--- config.mk ---
export PLATFORM = sky130hd
export DESIGN_NAME = if_fetch_flat
export DESIGN_NICKNAME = d
export VERILOG_FILES = /design/src/rtl/if_fetch_if.sv /design/src/rtl/if_fetch.sv /design/src/flat_wrapper.sv
export SDC_FILE = /design/constraint.sdc
export NUM_CORES = 1
export LEC_CHECK = 0
export CAP_MARGIN = 0
export CORE_ASPECT_RATIO = 0.5
export CORE_MARGIN = 2
export CORE_UTILIZATION = 44
export DETAILED_ROUTE_END_ITERATION = 10
export GPL_TIMING_DRIVEN = 0
export HOLD_SLACK_MARGIN = 0.08
export PLACE_DENSITY = 0.71
export SLEW_MARGIN = 40
export SYNTH_ARGS = -nofsm -noshare
export SYNTH_HDL_FRONTEND = slang
export SYNTH_SLANG_ARGS = --single-unit
--- constraint.sdc ---
create_clock -name clk -period 3.7 [get_ports clk]
set_clock_uncertainty 0.1 [all_clocks]
set_input_delay 0.925 -clock clk [delete_from_list [all_inputs] [get_ports clk]]
set_output_delay 0.925 -clock clk [all_outputs]
set_load 0.01 [all_outputs]
--- src/rtl/if_fetch_if.sv ---
// Byte-wide instruction-memory bus between the fetch stage (master) and memory (slave).
// Read data is valid exactly one cycle after its strobe; there is no backpressure.
interface if_fetch_if;
    logic        mem_rd;
    logic [31:0] mem_a;
    logic [7:0]  mem_din;

    modport master (
        output mem_rd,
        output mem_a,
        input  mem_din
    );

    modport slave (
        input  mem_rd,
        input  mem_a,
        output mem_din
    );
endinterface

--- src/rtl/if_fetch.sv ---
// Instruction fetch: four byte reads per instruction, little-endian assembly, decode redirect.
// Optional IF_MISALIGN_CHECK_EN halts on a misaligned redirect target instead of aligning it.
module if_fetch #(
    parameter logic [31:0] RESET_PC = 32'h0
) (
    input  logic        clk,
    input  logic        rst_n,
    input  logic        stall_i,
    input  logic        jump_i,
    input  logic [31:0] jump_addr_i,
    if_fetch_if.master  imem,
    output logic [31:0] pc_o,
    output logic [31:0] inst_o,
    output logic        valid_o
`ifdef IF_MISALIGN_CHECK_EN
    ,
    output logic        misalign_o
`endif
);

    typedef enum logic [2:0] {
        StIssue0,
        StIssue1,
        StIssue2,
        StIssue3,
        StWait
`ifdef IF_MISALIGN_CHECK_EN
        ,
        StHalt
`endif
    } state_e;

    state_e      state_q;
    logic [31:0] fpc_q;
    logic [31:0] ibuf_q;
    logic        pend_q;      // a byte requested last cycle returns this cycle
    logic [1:0]  pend_idx_q;
    logic [31:0] pc_q;
    logic [31:0] inst_q;
    logic        valid_q;

    logic        issue;
    logic [1:0]  issue_idx;
    logic        strobe;
    logic        halted;
    logic        redirect;
    logic [31:0] jump_tgt;
    logic [7:0]  byte3;

    always_comb begin
        issue     = 1'b0;
        issue_idx = 2'd0;
        unique case (state_q)
            StIssue0: begin issue = 1'b1; issue_idx = 2'd0; end
            StIssue1: begin issue = 1'b1; issue_idx = 2'd1; end
            StIssue2: begin issue = 1'b1; issue_idx = 2'd2; end
            StIssue3: begin issue = 1'b1; issue_idx = 2'd3; end
            default: begin issue = 1'b0; issue_idx = 2'd0; end
        endcase
    end

    // Gating with rst_n keeps the strobe low while reset is held.
    assign strobe      = rst_n & issue & ~stall_i & ~jump_i;
    assign imem.mem_rd = strobe;
    assign imem.mem_a  = strobe ? (fpc_q + {30'd0, issue_idx}) : 32'd0;

`ifdef IF_MISALIGN_CHECK_EN
    logic misalign_q;
    assign halted     = (state_q == StHalt);
    assign jump_tgt   = jump_addr_i;
    assign misalign_o = misalign_q;
`else
    assign halted     = 1'b0;
    assign jump_tgt   = jump_addr_i & ~32'h3;
`endif

    assign redirect = jump_i & ~stall_i & ~halted;

    // Byte 3 is live on the bus unless a stall already parked it in ibuf.
    assign byte3 = pend_q ? imem.mem_din : ibuf_q[31:24];

    always_ff @(posedge clk or negedge rst_n) begin
        if (!rst_n) begin
            state_q    <= StIssue0;
            fpc_q      <= RESET_PC;
            ibuf_q     <= 32'd0;
            pend_q     <= 1'b0;
            pend_idx_q <= 2'd0;
            pc_q       <= 32'd0;
            inst_q     <= 32'd0;
            valid_q    <= 1'b0;
`ifdef IF_MISALIGN_CHECK_EN
            misalign_q <= 1'b0;
`endif
        end else begin
            if (pend_q && !redirect) begin
                ibuf_q[{pend_idx_q, 3'b000} +: 8] <= imem.mem_din;
            end
            pend_q     <= strobe;
            pend_idx_q <= issue_idx;

            if (!stall_i) begin
                valid_q <= 1'b0;
                if (halted) begin
                    state_q <= state_q;
                end else if (jump_i) begin
                    fpc_q   <= jump_tgt;
                    state_q <= StIssue0;
`ifdef IF_MISALIGN_CHECK_EN
                    if (jump_addr_i[1:0] != 2'b00) begin
                        misalign_q <= 1'b1;
                        state_q    <= StHalt;
                    end
`endif
                end else begin
                    case (state_q)
                        StIssue0: state_q <= StIssue1;
                        StIssue1: state_q <= StIssue2;
                        StIssue2: state_q <= StIssue3;
                        StIssue3: state_q <= StWait;
                        StWait: begin
                            state_q <= StIssue0;
                            inst_q  <= {byte3, ibuf_q[23:0]};
                            pc_q    <= fpc_q;
                            valid_q <= 1'b1;
                            fpc_q   <= fpc_q + 32'd4;
                        end
                        default: state_q <= StIssue0;
                    endcase
                end
            end
        end
    end

    assign pc_o    = pc_q;
    assign inst_o  = inst_q;
    assign valid_o = valid_q;

endmodule
--- src/flat_wrapper.sv ---
// flat-port wrapper written by rule: the top's interface ports become plain ports
module if_fetch_flat 
#(
    parameter logic [31:0] RESET_PC = 32'h0
)
  (clk, rst_n, stall_i, jump_i, jump_addr_i, pc_o, inst_o, valid_o, imem_mem_rd, imem_mem_a, imem_mem_din);
  if_fetch_if imem_i ();
  input  logic clk;
  input  logic rst_n;
  input  logic stall_i;
  input  logic jump_i;
  input  logic [31:0] jump_addr_i;
  output logic [31:0] pc_o;
  output logic [31:0] inst_o;
  output logic valid_o;
  output wire logic [$bits(imem_i.mem_rd)-1:0] imem_mem_rd;
  output wire logic [$bits(imem_i.mem_a)-1:0] imem_mem_a;
  input wire logic [$bits(imem_i.mem_din)-1:0] imem_mem_din;
  assign imem_mem_rd = imem_i.mem_rd;
  assign imem_mem_a = imem_i.mem_a;
  assign imem_i.mem_din = imem_mem_din;
  if_fetch #(.RESET_PC(RESET_PC)) u_core (.clk(clk), .rst_n(rst_n), .stall_i(stall_i), .jump_i(jump_i), .jump_addr_i(jump_addr_i), .imem(imem_i), .pc_o(pc_o), .inst_o(inst_o), .valid_o(valid_o));
endmodule
==> impl_metrics.json, run 1 <==
{
  "reg2reg_slack_ps": 1130,
  "fin_area_um2": 8810,
  "htree_levels": 4,
  "fmax_ghz": 0.276,
  "slowest_delay_ps": 460,
  "fin_nets": 961,
  "slew_viol_final": 0,
  "clk_pin_slew_ps": 70,
  "fin_ws_ps": 74.2,
  "post_dp_cell_area_um2": 8120,
  "seq_area_um2": 3280,
  "rsz0062_at_grt": "false",
  "synth_commonest_cells": "267 x nand2_1, 131 x dfrtp_1, 46 x o21ai_0",
  "p_int_mw": 3.13,
  "status": "complete, no violations",
  "max-cap-violations": 0,
  "multiInputGateArea_um2": 2940,
  "drive_gt1_frac": 0.0823,
  "gp_congestion": 0.902,
  "dr.pass1.iters": 6,
  "place_ws_ps": -1060,
  "std_cell_rows": 31,
  "crit_family": "buffers and inverters",
  "cp-end-kind": "output pin",
  "slew_headroom": 0.502,
  "peakVddDrop_uv": 297,
  "clk-insertion-delay-late_ps": 420,
  "clockBufferDepth": 2,
  "synth_top_area_frac": 0.510,
  "power_mw": 4.46,
  "synth_warnings": 0,
  "start_util": 0.447,
  "grt_max_degree": 64,
  "place_hpwl_um": 13300,
  "placedCellCount": 1085,
  "r2r_start": "u_core.fpc_q[2]",
  "yosysTopAreaCell": "dfrtp_1",
  "layout.cells.non_filler": 1121,
  "fp.dieArea_um2": 15700,
  "yosysSeqAreaShare": 0.510,
  "first_iter_violations": 609,
  "boundaryPins": 142,
  "worstPathArrival_ps": 2600,
  "slowest_stage": "clkdlybuf4s50_1",
  "cp_max_fo": 10,
  "cts_buffers": 17,
  "drc": 0,
  "final-setup-viol-count": 0,
  "grt_pass1_vias": 5853,
  "syn_inst": 746,
  "grt-ovfl-total": 0,
  "cts_tree": "done",
  "timing.rr.end": "u_core.fpc_q[20]",
  "finalWirelength_um": 19500,
  "wl_per_cell_um": 17.4,
  "yosys.cell_types.count": 56,
  "synthToLayoutAreaGrowth_pct": 37.0,
  "reg2reg_depth": 6,
  "pwr-share-seq": 0.395,
  "synthFlopType": "dfrtp_1",
  "synth-seq-cells": 131,
  "die_width_um": 175,
  "finalHoldViolations": 0,
  "synth-edff-count": 0,
  "viasPerCell": 5.45,
  "numPortBuffers": 137,
  "crit_buf_inv": 6,
  "setup_tns_ps": 0,
  "cts.hold.buffers_added": 0,
  "crit_type": "in2out",
  "powerDensity_nw_per_um2": 507,
  "tightest_slew_ps": 748,
  "combPwrFrac": 0.202,
  "grt_pass1_wl_um": 31100,
  "finalCritPeriodShare": 0.980,
  "crit_chain": "clkdlybuf4s50_1 > clkbuf_8 > nor3_4 > buf_4 > buf_6 > clkbuf_8 > and3_1 > clkdlybuf4s15_1",
  "hp-class": "in2async",
  "p_clk_frac": 0.402,
  "synth_most_common_cell": "nand2_1",
  "cts_sinks": 131,
  "post-route-util": 0.612,
  "via_count": 6104,
  "syn_area_um2": 6430,
  "antennaDiodeCount": 0,
  "switching_share": 0.298,
  "design.core.area_um2": 14400,
  "p_switching_mw": 1.33,
  "die_h_um": 89.5,
  "cp-start-kind": "primary input",
  "whs_ps": 229,
  "finalCriticalPeriod_ps": 3630,
  "path_common_cell": "clkbuf_8",
  "ant_nets": 0,
  "synth.area.top_cells": "dfrtp_1 51%, nand2_1 16%, o21ai_0 3.6%, mux2i_1 2.3%, and3_1 2.2%",
  "fill_cells": 1248,
  "p_leak_nw": 4.07,
  "async_flop_share": 1.00,
  "clockRootBuffer": "clkbuf_16",
  "track_usage": 0.258,
  "antenna_found_initial": 0,
  "avgSynthCellArea_um2": 8.62,
  "cp_data_required_time_ps": 2670
}
==> sequential cells by signal, summed over array words and instances, names as in the netlist <==
name               flops
u_core.ibuf_q         32
u_core.inst_o         32
u_core.fpc_q          30
u_core.pc_o           30
u_core.state_q         3
u_core.pend_idx_q      2
u_core.pend_q          1
u_core.valid_o         1
==> power groups by stage <==
stage | logic (mW) | registers (mW) | clock network [mW]
floorplan | 0.409 | 1.80 | 0
global placement | 0.853 | 1.78 | 0
detailed placement | 0.877 | 1.78 | 0
CTS | 0.886 | 1.76 | 1.80
global route | 0.994 | 1.79 | 1.88
finish | 0.903 | 1.76 | 1.80
==> per-layer routing <==
metal	track usage	wire, um	vias to the layer above
met3	0.0468	1320	32
met1	0.362	8910	2954
met5	0	0	-
met2	0.413	8970	242
met4	0.0841	317	0
li1	-	-	2876
==> cells by family (layout without fill, tap and decap cells) <==
logic type,Yosys count,in the layout,share of synthesized area
AO/OA/AOI/OAI,108,108,0.107
XOR/XNOR,15,15,0.0204
adder cells (fa/ha/maj),7,7,0.0136
buffers and inverters,59,234,0.0401
flip-flops,131,131,0.510
multiplexers,16,16,0.0251
other,1,3,0.000583
AND/OR/NAND/NOR,409,409,0.284
==> how the worst max path moves through the flow <==
stage,endpoint,start,depth (start not counted),slack [ps]
after floorplan,imem_mem_a[16],jump_i,5,580
after global placement,imem_mem_a[16],rst_n,5,-6030
after detailed placement,imem_mem_a[16],jump_i,7,-1060
after CTS,imem_mem_a[17],jump_i,8,50
after global routing,imem_mem_a[25],jump_i,8,4
final,imem_mem_a[9],jump_i,8,70
==> cells in the final DEF (no fill, tap or decap), types with 7 or more instances in the layout <==
master	n
nand3_1	24
a21oi_1	12
and3_1	23
or3_1	7
clkbuf_16	17
dfrtp_1	131
clkbuf_1	29
o21ai_0	46
nand4_1	14
clkdlybuf4s15_1	8
nor2_1	31
mux2i_1	15
nand2_1	266
buf_2	16
o22ai_1	10
dlygate4sd2_1	19
ha_1	7
nor3_1	10
clkdlybuf4s50_1	106
xor2_1	14
==> cell type report <==
type,count,area share
clock inverter,14,0.0216
clock buffer,18,0.0487
multi-input combinational,558,0.333
inverter,6,0.00256
buffer,53,0.0308
sequential,131,0.372
tap,198,0.0281
timing repair buffer,143,0.163
==> what timing repair did <==
action                     4_1_cts  5_1_grt
pin swaps                        1        0
gates cloned                     0        0
buffers inserted                 4        0
setup endpoints to repair       33       11
resized for setup               44       13
(Power assumes the default switching activity.)
==> run 2: changes to the inputs <==
- clock period: 3.7 -> 4.1 ns (I/O delays scaled with it)
==> run 2 against run 1 <==
Net effect: global-route usage decreased by 0.15 points; worst hold slack better by 110 ps; sequential cell count unchanged; clock power down 10%; register-to-register slack gained 420 ps; core utilization up 0.43 points; via count up 1.3%; combinational power shrank 9.4%; sequential share of layout area down 0.26 points; count of clock-buffer cells in the layout unchanged.
==> impl_metrics.json, run 2 (synthesis results as in run 1) <==
{
  "viasPerCell": 5.52,
  "powerDensity_nw_per_um2": 455,
  "cp-start-kind": "primary input",
  "cp-end-kind": "output pin",
  "fin_ws_ps": 82.8,
  "finalCriticalPeriod_ps": 4020,
  "dr.pass1.iters": 6,
  "drive_gt1_frac": 0.0802,
  "place_hpwl_um": 13300,
  "place_ws_ps": -864,
  "cts_sinks": 131,
  "worstPathArrival_ps": 2890,
  "fin_area_um2": 8870,
  "cts_buffers": 17,
  "finalWirelength_um": 19500,
  "slew_headroom": 0.518,
  "grt-ovfl-total": 0,
  "fmax_ghz": 0.249,
  "drc": 0,
  "peakVddDrop_uv": 267,
  "std_cell_rows": 31,
  "numPortBuffers": 137,
  "clk_pin_slew_ps": 60,
  "status": "complete, no violations",
  "clockRootBuffer": "clkbuf_16",
  "mostFrequentLayoutCells": "266 x nand2_1, 131 x dfrtp_1, 116 x clkdlybuf4s50_1",
  "tightest_slew_ps": 723,
  "cts_tree": "done",
  "cp_max_fo": 10,
  "htree_levels": 4,
  "slowest_stage": "clkdlybuf4s50_1",
  "wl_per_cell_um": 17.4,
  "post_dp_cell_area_um2": 8120,
  "boundaryPins": 142,
  "fill_cells": 1240,
  "fp.dieArea_um2": 15700,
  "p_leak_nw": 4.24,
  "grt_max_degree": 64,
  "fin_nets": 961,
  "die_h_um": 89.5,
  "cts.hold.buffers_added": 0,
  "rsz0062_at_grt": "false",
  "die_width_um": 175,
  "via_count": 6183,
  "grt_pass1_wl_um": 31000,
  "clockBufferDepth": 2,
  "hp-class": "in2async",
  "antenna_found_initial": 0,
  "ant_nets": 0,
  "finalCritPeriodShare": 0.980,
  "clk-insertion-delay-late_ps": 420,
  "max-cap-violations": 0,
  "crit_buf_inv": 5,
  "synthToLayoutAreaGrowth_pct": 37.9,
  "gp_congestion": 0.902,
  "track_usage": 0.257,
  "crit_type": "in2out",
  "start_util": 0.447,
  "post-route-util": 0.616,
  "cp_data_required_time_ps": 2970,
  "crit_family": "buffers and inverters",
  "first_iter_violations": 555,
  "grt_pass1_vias": 5827,
  "crit_chain": "clkdlybuf4s50_1 > buf_4 > nor3_4 > buf_6 > buf_4 > and3_1 > clkdlybuf4s50_1",
  "slowest_delay_ps": 560,
  "finalHoldViolations": 0,
  "final_common_cell": "nand2_1",
  "slew_viol_final": 0,
  "final-setup-viol-count": 0,
  "design.core.area_um2": 14400,
  "antennaDiodeCount": 0
}
==> run 2: per-layer routing <==
layer | part of all wire | vias to the layer above | wire length, um | global-route usage
li1 | - | 2882 | - | -
met1 | 0.46 | 2998 | 8940 | 0.362
met2 | 0.46 | 269 | 8900 | 0.410
met3 | 0.067 | 34 | 1310 | 0.0438
met4 | 0.018 | 0 | 346 | 0.0841
met5 | 0 | - | 0 | 0
==> run 2: what timing repair did <==
item | in CTS | in global routing
pin swaps | 1 | 1
buffers inserted | 3 | 1
gates resized for setup | 19 | 15
setup endpoints to repair | 33 | 16
gates cloned | 0 | 0
==> run 2: path summary, 6_finish.rpt <==
kind                            slack, ps               from  cells past startpoint              endpoint
worst max register to register       1550    u_core.fpc_q[2]                      6      u_core.fpc_q[16]
worst max-delay path                   80             jump_i                      7         imem_mem_a[1]
worst min-delay path                  340              rst_n                      1      u_core.fpc_q[12]
worst min register to register        370  u_core.ibuf_q[21]                      2     u_core.inst_o[21]
min in group clk                      370  u_core.ibuf_q[21]                      2     u_core.inst_o[21]
max in group asynchronous            2720              rst_n                      3  u_core.pend_idx_q[0]
==> run 2: layout make-up <==
| class | instances | area, um^2 | area share |
|---|---|---|---|
| flip-flops and latches | 131 | 3280 | 0.370 |
| multi-input cells | 558 | 2940 | 0.331 |
| repair buffers | 143 | 1510 | 0.170 |
| clock buffers | 18 | 429 | 0.0484 |
| plain buffers | 53 | 262 | 0.0295 |
| well taps | 198 | 248 | 0.0279 |
| clock inverters | 14 | 190 | 0.0214 |
| inverters | 6 | 22.5 | 0.00254 |
==> run 2: metrics by stage <==
step,power (mW),hold WS [ps],setup TNS (ps),std cells
final,4.03,336,0,1121
after global routing,4.21,338,0,1121
after CTS,4.02,336,0,1120
after detailed placement,2.40,357,-18520,1085
after global placement,2.37,351,-618360,1083
after floorplan,1.99,339,0,748
==> run 2: where the power goes <==
group | internal, mW | total [mW] | switching [mW] | leakage (nW)
logic | 0.387 | 0.818 | 0.431 | 2.21
registers | 1.46 | 1.59 | 0.128 | 1.73
clock network | 0.979 | 1.62 | 0.642 | 0.294
